### config.mk
export PLATFORM = sky130hd
export DESIGN_NAME = ahb_cmd_master
export DESIGN_NICKNAME = d
export VERILOG_FILES = /design/src/rtl/ahb_pkg.sv /design/src/rtl/ahb_wait_watchdog.sv /design/src/rtl/ahb_cmd_master.sv
export SDC_FILE = /design/constraint.sdc
export NUM_CORES = 1
export LEC_CHECK = 0
export ABC_AREA = 1
export CAP_MARGIN = 40
export CORE_MARGIN = 2
export CORE_UTILIZATION = 40
export CTS_CLUSTER_SIZE = 30
export DETAILED_ROUTE_END_ITERATION = 8
export GPL_ROUTABILITY_DRIVEN = 0
export PLACE_DENSITY = 0.73
export SYNTH_ARGS = -nofsm -noshare
export SYNTH_HDL_FRONTEND = slang
export SYNTH_SLANG_ARGS = --single-unit
### constraint.sdc
create_clock -name clk -period 1.29 [get_ports clk]
set_input_delay 0.258 -clock clk [delete_from_list [all_inputs] [get_ports clk]]
set_output_delay 0.258 -clock clk [all_outputs]
set_load 0.005 [all_outputs]
### src/rtl/ahb_pkg.sv
// Shared AHB-Lite definitions for the command master.
//   htrans_t / hsize_t  : bus encodings
//   HBURST_SINGLE, HPROT_DEFAULT, HRESP_OKAY/ERROR : fixed bus values
//   clamp_size()        : limits a requested HSIZE to the data bus width
package ahb_pkg;

    typedef enum logic [1:0] {
        HTRANS_IDLE   = 2'b00,
        HTRANS_BUSY   = 2'b01,
        HTRANS_NONSEQ = 2'b10,
        HTRANS_SEQ    = 2'b11
    } htrans_t;

    typedef enum logic [2:0] {
        HSIZE_BYTE  = 3'd0,
        HSIZE_HALF  = 3'd1,
        HSIZE_WORD  = 3'd2,
        HSIZE_DWORD = 3'd3,
        HSIZE_4W    = 3'd4,
        HSIZE_8W    = 3'd5,
        HSIZE_16W   = 3'd6,
        HSIZE_32W   = 3'd7
    } hsize_t;

    localparam logic [2:0] HBURST_SINGLE = 3'b000;
    localparam logic [3:0] HPROT_DEFAULT = 4'b0011;
    localparam logic       HRESP_OKAY    = 1'b0;
    localparam logic       HRESP_ERROR   = 1'b1;

    function automatic hsize_t clamp_size(input logic [2:0] size, input logic [2:0] max_size);
        return (size > max_size) ? hsize_t'(max_size) : hsize_t'(size);
    endfunction

endpackage

### src/rtl/ahb_wait_watchdog.sv
// Data-phase wait watchdog.
//   clk, rstn : clock, async active-low reset
//   d_valid   : a data phase is open
//   hready    : slave HREADYOUT
//   timeout   : sticky, set once WAIT_LIMIT consecutive wait cycles are seen
module ahb_wait_watchdog #(
    parameter int WAIT_LIMIT = 16
) (
    input  logic clk,
    input  logic rstn,
    input  logic d_valid,
    input  logic hready,
    output logic timeout
);

    localparam int CW = $clog2(WAIT_LIMIT + 1);

    logic [CW-1:0] cnt;

    // Counter saturates at the limit so a very long stall cannot wrap it.
    always_ff @(posedge clk or negedge rstn) begin
        if (!rstn) begin
            cnt     <= '0;
            timeout <= 1'b0;
        end else if (d_valid && !hready) begin
            if (cnt != CW'(WAIT_LIMIT)) cnt <= cnt + CW'(1);
            if (cnt == CW'(WAIT_LIMIT - 1)) timeout <= 1'b1;
        end else begin
            cnt <= '0;
        end
    end

endmodule

### src/rtl/ahb_cmd_master.sv
// AHB-Lite single-master front end: valid/ready commands -> SINGLE transfers.
//   cmd_*      : command stream (accepted when cmd_valid && cmd_ready)
//   rsp_*      : one in-order response pulse per completed data phase
//   H*         : AHB-Lite master signals to/from the slave
//   busy       : a command is held or a data phase is open
//   timeout    : sticky watchdog flag for long data-phase waits
// Two slots pipeline the bus: A holds the address phase, D the data phase.
module ahb_cmd_master
    import ahb_pkg::*;
#(
    parameter int ADDR_W     = 32,
    parameter int DATA_W     = 32,
    parameter int WAIT_LIMIT = 16
) (
    input  logic              clk,
    input  logic              rstn,
    input  logic              cmd_valid,
    output logic              cmd_ready,
    input  logic              cmd_write,
    input  logic [ADDR_W-1:0] cmd_addr,
    input  logic [2:0]        cmd_size,
    input  logic [DATA_W-1:0] cmd_wdata,
    output logic              rsp_valid,
    output logic [DATA_W-1:0] rsp_rdata,
    output logic              rsp_err,
    output logic              HSEL,
    output logic [ADDR_W-1:0] HADDR,
    output logic              HWRITE,
    output logic [2:0]        HSIZE,
    output logic [2:0]        HBURST,
    output logic [3:0]        HPROT,
    output logic [1:0]        HTRANS,
    output logic              HMASTLOCK,
    output logic [DATA_W-1:0] HWDATA,
    input  logic              HREADY,
    input  logic              HRESP,
    input  logic [DATA_W-1:0] HRDATA,
    output logic              busy,
    output logic              timeout
);

    localparam logic [2:0] MAX_SIZE = 3'($clog2(DATA_W / 8));

    typedef struct packed {
        logic              write;
        logic [ADDR_W-1:0] addr;
        hsize_t            size;
        logic [DATA_W-1:0] wdata;
    } cmd_t;

    cmd_t              a_q;
    cmd_t              cmd_in;
    hsize_t            cmd_sz;
    logic              a_valid;
    logic              d_valid;
    logic              d_write;
    logic [DATA_W-1:0] d_wdata;
    logic              err_hold;
    logic              accept;
    logic              a_adv;
    htrans_t           htrans;

    // Normalise the incoming command: clamp size, then clear sub-size address bits.
    always_comb begin
        cmd_sz       = clamp_size(cmd_size, MAX_SIZE);
        cmd_in.write = cmd_write;
        cmd_in.size  = cmd_sz;
        cmd_in.addr  = cmd_addr & ~((ADDR_W'(1) << cmd_sz) - ADDR_W'(1));
        cmd_in.wdata = cmd_wdata;
    end

    // During err_hold the address phase is cancelled, so A cannot advance.
    assign a_adv     = a_valid && HREADY && !err_hold;
    assign cmd_ready = !a_valid || (HREADY && !err_hold);
    assign accept    = cmd_valid && cmd_ready;
    assign htrans    = (a_valid && !err_hold) ? HTRANS_NONSEQ : HTRANS_IDLE;

    always_ff @(posedge clk or negedge rstn) begin
        if (!rstn) begin
            a_valid   <= 1'b0;
            a_q       <= '0;
            d_valid   <= 1'b0;
            d_write   <= 1'b0;
            d_wdata   <= '0;
            err_hold  <= 1'b0;
            rsp_valid <= 1'b0;
            rsp_rdata <= '0;
            rsp_err   <= 1'b0;
        end else begin
            if (accept) begin
                a_q     <= cmd_in;
                a_valid <= 1'b1;
            end else if (a_adv) begin
                a_valid <= 1'b0;
            end

            if (HREADY) begin
                d_valid <= a_adv;
                if (a_adv) begin
                    d_write <= a_q.write;
                    d_wdata <= a_q.wdata;
                end
            end

            rsp_valid <= d_valid && HREADY;
            if (d_valid && HREADY) begin
                rsp_err   <= (HRESP == HRESP_ERROR);
                rsp_rdata <= d_write ? '0 : HRDATA;
            end

            // First ERROR cycle arms the cancel; the second (HREADY=1) releases it.
            if (d_valid && !HREADY && (HRESP == HRESP_ERROR)) err_hold <= 1'b1;
            else if (HREADY)                                   err_hold <= 1'b0;
        end
    end

    ahb_wait_watchdog #(
        .WAIT_LIMIT (WAIT_LIMIT)
    ) u_wdog (
        .clk     (clk),
        .rstn    (rstn),
        .d_valid (d_valid),
        .hready  (HREADY),
        .timeout (timeout)
    );

    assign HTRANS    = htrans;
    assign HSEL      = htrans[1];
    assign HADDR     = a_q.addr;
    assign HWRITE    = a_q.write;
    assign HSIZE     = a_q.size;
    assign HWDATA    = d_wdata;
    assign HBURST    = HBURST_SINGLE;
    assign HPROT     = HPROT_DEFAULT;
    assign HMASTLOCK = 1'b0;
    assign busy      = a_valid || d_valid;

endmodule

==> impl_summary.log <==
INFO  metric path_class = register to output pin
INFO  metric cell_count_after_synthesis = 695
INFO  metric detailedRoute.firstPassIterationCount = 5
INFO  metric yosys.area.top_type = dfrtp_1
INFO  metric grt_setup_unrepaired = true
INFO  metric layout-drive-gt1-share = 0.318
INFO  metric multiInputGateArea = 2400 um^2
INFO  metric power_density = roughly 1600 nW/um^2
INFO  metric cts_tree = built
INFO  metric synth_top_area_frac = 0.584
INFO  metric sequential_cell_area = 3600 um^2
INFO  metric port_buffers = 211
INFO  metric clock_skew = just over 9 ps
INFO  metric fp.dieH = between 100 and 150 um
INFO  metric ys_seq_elements = 144
INFO  metric postRouteAntennaNets = 0
INFO  metric first_pass_grt_wire_length = 26.8 mm
INFO  metric dp_hpwl = around 11 mm
INFO  metric initial_antenna_violation_count = 1
INFO  metric commonest_non_fill_non_tap_cell_in_the_layout = nand2_1
INFO  metric total_power = ~15000 uW
INFO  metric critPathLaunchType = register
INFO  metric initialDrtViolationCount = ~350
INFO  metric grt_usage = 0.210
INFO  metric routed-via-count = around 5.5k
INFO  metric layout.filler_cells = ~1.3k
INFO  metric cts.root.buffer_cell = clkbuf_16
INFO  metric holdCritPathClass = primary input to register
INFO  metric cts.reportedPaths.clkPinSlew = about 50 ps
INFO  metric antenna_diode_count = 0
INFO  metric layout.cells.most_common_list = 191 x nand2_1, 144 x dfrtp_1, 101 x clkdlybuf4s50_1, 95 x nand3_1, 64 x nand2_2
INFO  metric final_net_count = approximately 1.0k
INFO  metric setup-violations-final = 32
INFO  metric synth_area_leaders = dfrtp_1 58%, nand2_1 17%, nand3_1 8.0%
INFO  metric critical_path.max_fanout = 2
INFO  metric hold-worst-slack = between 200 and 300 ps
INFO  metric synthesis.yosys.warnings = 0
INFO  metric routed_wire_length = 18.4 mm
INFO  metric setup_total_negative_slack = -1540 ps
INFO  metric grt_pass1_vias = between 5k and 6k
INFO  metric pin_count_of_the_biggest_net_entering_global_routing = 62
INFO  metric insertion_delay = between 400 and 500 ps
INFO  metric report.final.slew_viol_count = 0
INFO  metric initial_utilization = 0.408
INFO  metric wl_per_cell = between 15 and 20 um
INFO  metric synth-seq-area-share = 0.584
INFO  metric run_status = finished, violations left
INFO  metric post_synth_num_cell_types = 21
INFO  metric regToRegSetupSlack = -80 ps
INFO  metric fraction_of_the_cycle_the_final_worst_path_needs = 1.11
INFO  metric worstPathRequired = ~1000 ps
INFO  metric hold_violations = 0
INFO  metric ctsLongestPathBuffers = 2
INFO  metric core_region_area = 15100 um^2
INFO  metric clkSinkCount = between 100 and 150
INFO  metric floorplan.io_pins = roughly 220
INFO  metric dieWidth = ~130 um
INFO  metric crit_path_max_incr_delay = about 400 ps
INFO  metric dp_worst_setup_slack = -140 ps
INFO  metric maxCapViolations = 0
INFO  metric fmax = 701 MHz
INFO  metric grt_total_ovfl = 0
INFO  metric violations = setup timing
INFO  metric crit_chain = inv_2, nor2_4, buf_4, buf_6
INFO  metric synth_area = slightly above 6000 um^2
INFO  metric cts.htree.levels = 4
INFO  metric detail_route.drc_violations = 0
INFO  metric syn-mean-instance-area = roughly 9 um^2
INFO  metric lkg_pwr = ~0.0050 uW
INFO  metric period_minus_slack = 1430 ps
INFO  metric setup_slack = -137 ps
INFO  metric areaGrowthSynthToFinish = 57.7%
INFO  metric numCtsBuffers = 17
INFO  metric worst_ir_drop_vdd = about 0.9 mV
INFO  metric avgViaCountPerCell = a little under 5
INFO  metric critPathArrivalTime = between 1000 and 1500 ps
INFO  metric cp_slowest_cell = dfrtp_1
INFO  metric cp-end-kind = output pin
INFO  metric die_ar = around 16000 um^2
INFO  metric floorplan.rows = between 40 and 50
[final timing paths]
path	from	endpoint	cells after the start
worst max register to register	a_valid$_DFFE_PN0P_	HWDATA[12]$_DFFE_PN0P_	8
max in group asynchronous	rstn	a_q[29]$_DFFE_PN0P_	3
worst min-delay path	cmd_valid	a_valid$_DFFE_PN0P_	3
worst min register to register	HWDATA[10]$_DFFE_PN0P_	HWDATA[10]$_DFFE_PN0P_	2
min in group asynchronous	rstn	HADDR[22]$_DFFE_PN0P_	2
worst max-delay path	a_valid$_DFFE_PN0P_	HTRANS[1]	4
[flip-flops by register name, summed over array words and instances, names as in the netlist, 3 cells and up]
signal and count:
rsp_rdata 32, u_wdog.cnt 5, a_q 32, HWDATA 32, HSIZE 3, HADDR 32
[per-layer routing]
layer | vias to the layer above | share of wire | GRT usage
li1 | 2641 | - | -
met1 | 2612 | 0.42 | 0.267
met2 | 224 | 0.48 | 0.336
met3 | 18 | 0.086 | 0.0743
met4 | 2 | 0.012 | 0.0659
met5 | - | 0.00087 | 0
[Yosys cell counts]
master and count:
nor2_4 1, nand2_2 3, buf_2 16, o22ai_1 1, o21ai_0 33, conb_1 2, nand4_1 3, dfrtp_1 144
ha_1 4, buf_6 8, buf_1 3, a21oi_1 3, nand3_1 99, buf_4 47, nand3b_1 1, a21o_1 1
clkbuf_1 12, nand2_1 282, nor2_1 11, nor3b_1 2, inv_1 19
[cell families (layout without fill, tap and decap cells)]
kind of cell | Yosys count | after routing | share of synthesized area
simple gates | 402 | 403 | 0.270
flops | 144 | 144 | 0.584
fa+ha+maj | 4 | 4 | 0.00811
other cells | 2 | 11 | 0.00122
compound gates | 38 | 38 | 0.0314
buf+inv | 105 | 349 | 0.105
[per-stage QoR]
step	area (um^2)	std cells	utilization
6_report	9730	1137	0.643
5_1_grt	9730	1137	0.643
4_1_cts	9130	1102	0.603
3_5_place_dp	8310	1041	0.549
3_3_place_gp	8310	1041	0.549
2_1_floorplan	6210	704	-
[power by group]
part           switching (uW)  leakage (uW)  internal, uW  total (uW)
combinational            1930       0.00292          2300        4230
clock                    1900      0.000287          3060        4960
sequential                599       0.00182          5470        6070
total                    4430       0.00502         10800       15300
[final cells by class]
class / count / share of cell area
Clock buffer: 24 / 0.0505
Clock inverter: 8 / 0.0105
Inverter: 19 / 0.00733
Multi-Input combinational cell: 456 / 0.247
Sequential cell: 144 / 0.370
Tap cell: 188 / 0.0242
Timing Repair Buffer: 298 / 0.290
[worst max-delay path: cells and delay by family (launching register included)]
kind	cells	cell delay, ps
simple gates	1	40
buf+inv	3	320
flops	1	390
[timing repair]
action | 4_1_cts | 5_1_grt
hold buffers | 1 | 0
endpoints found under the setup margin | 180 | 157
resized for setup | 290 | 183
endpoints found under the hold margin | 25 | 0
cloned | 4 | 13
pin swaps | 2 | 10
buffers inserted | 26 | 22
Note: power is estimated with default switching activity, not from simulation.
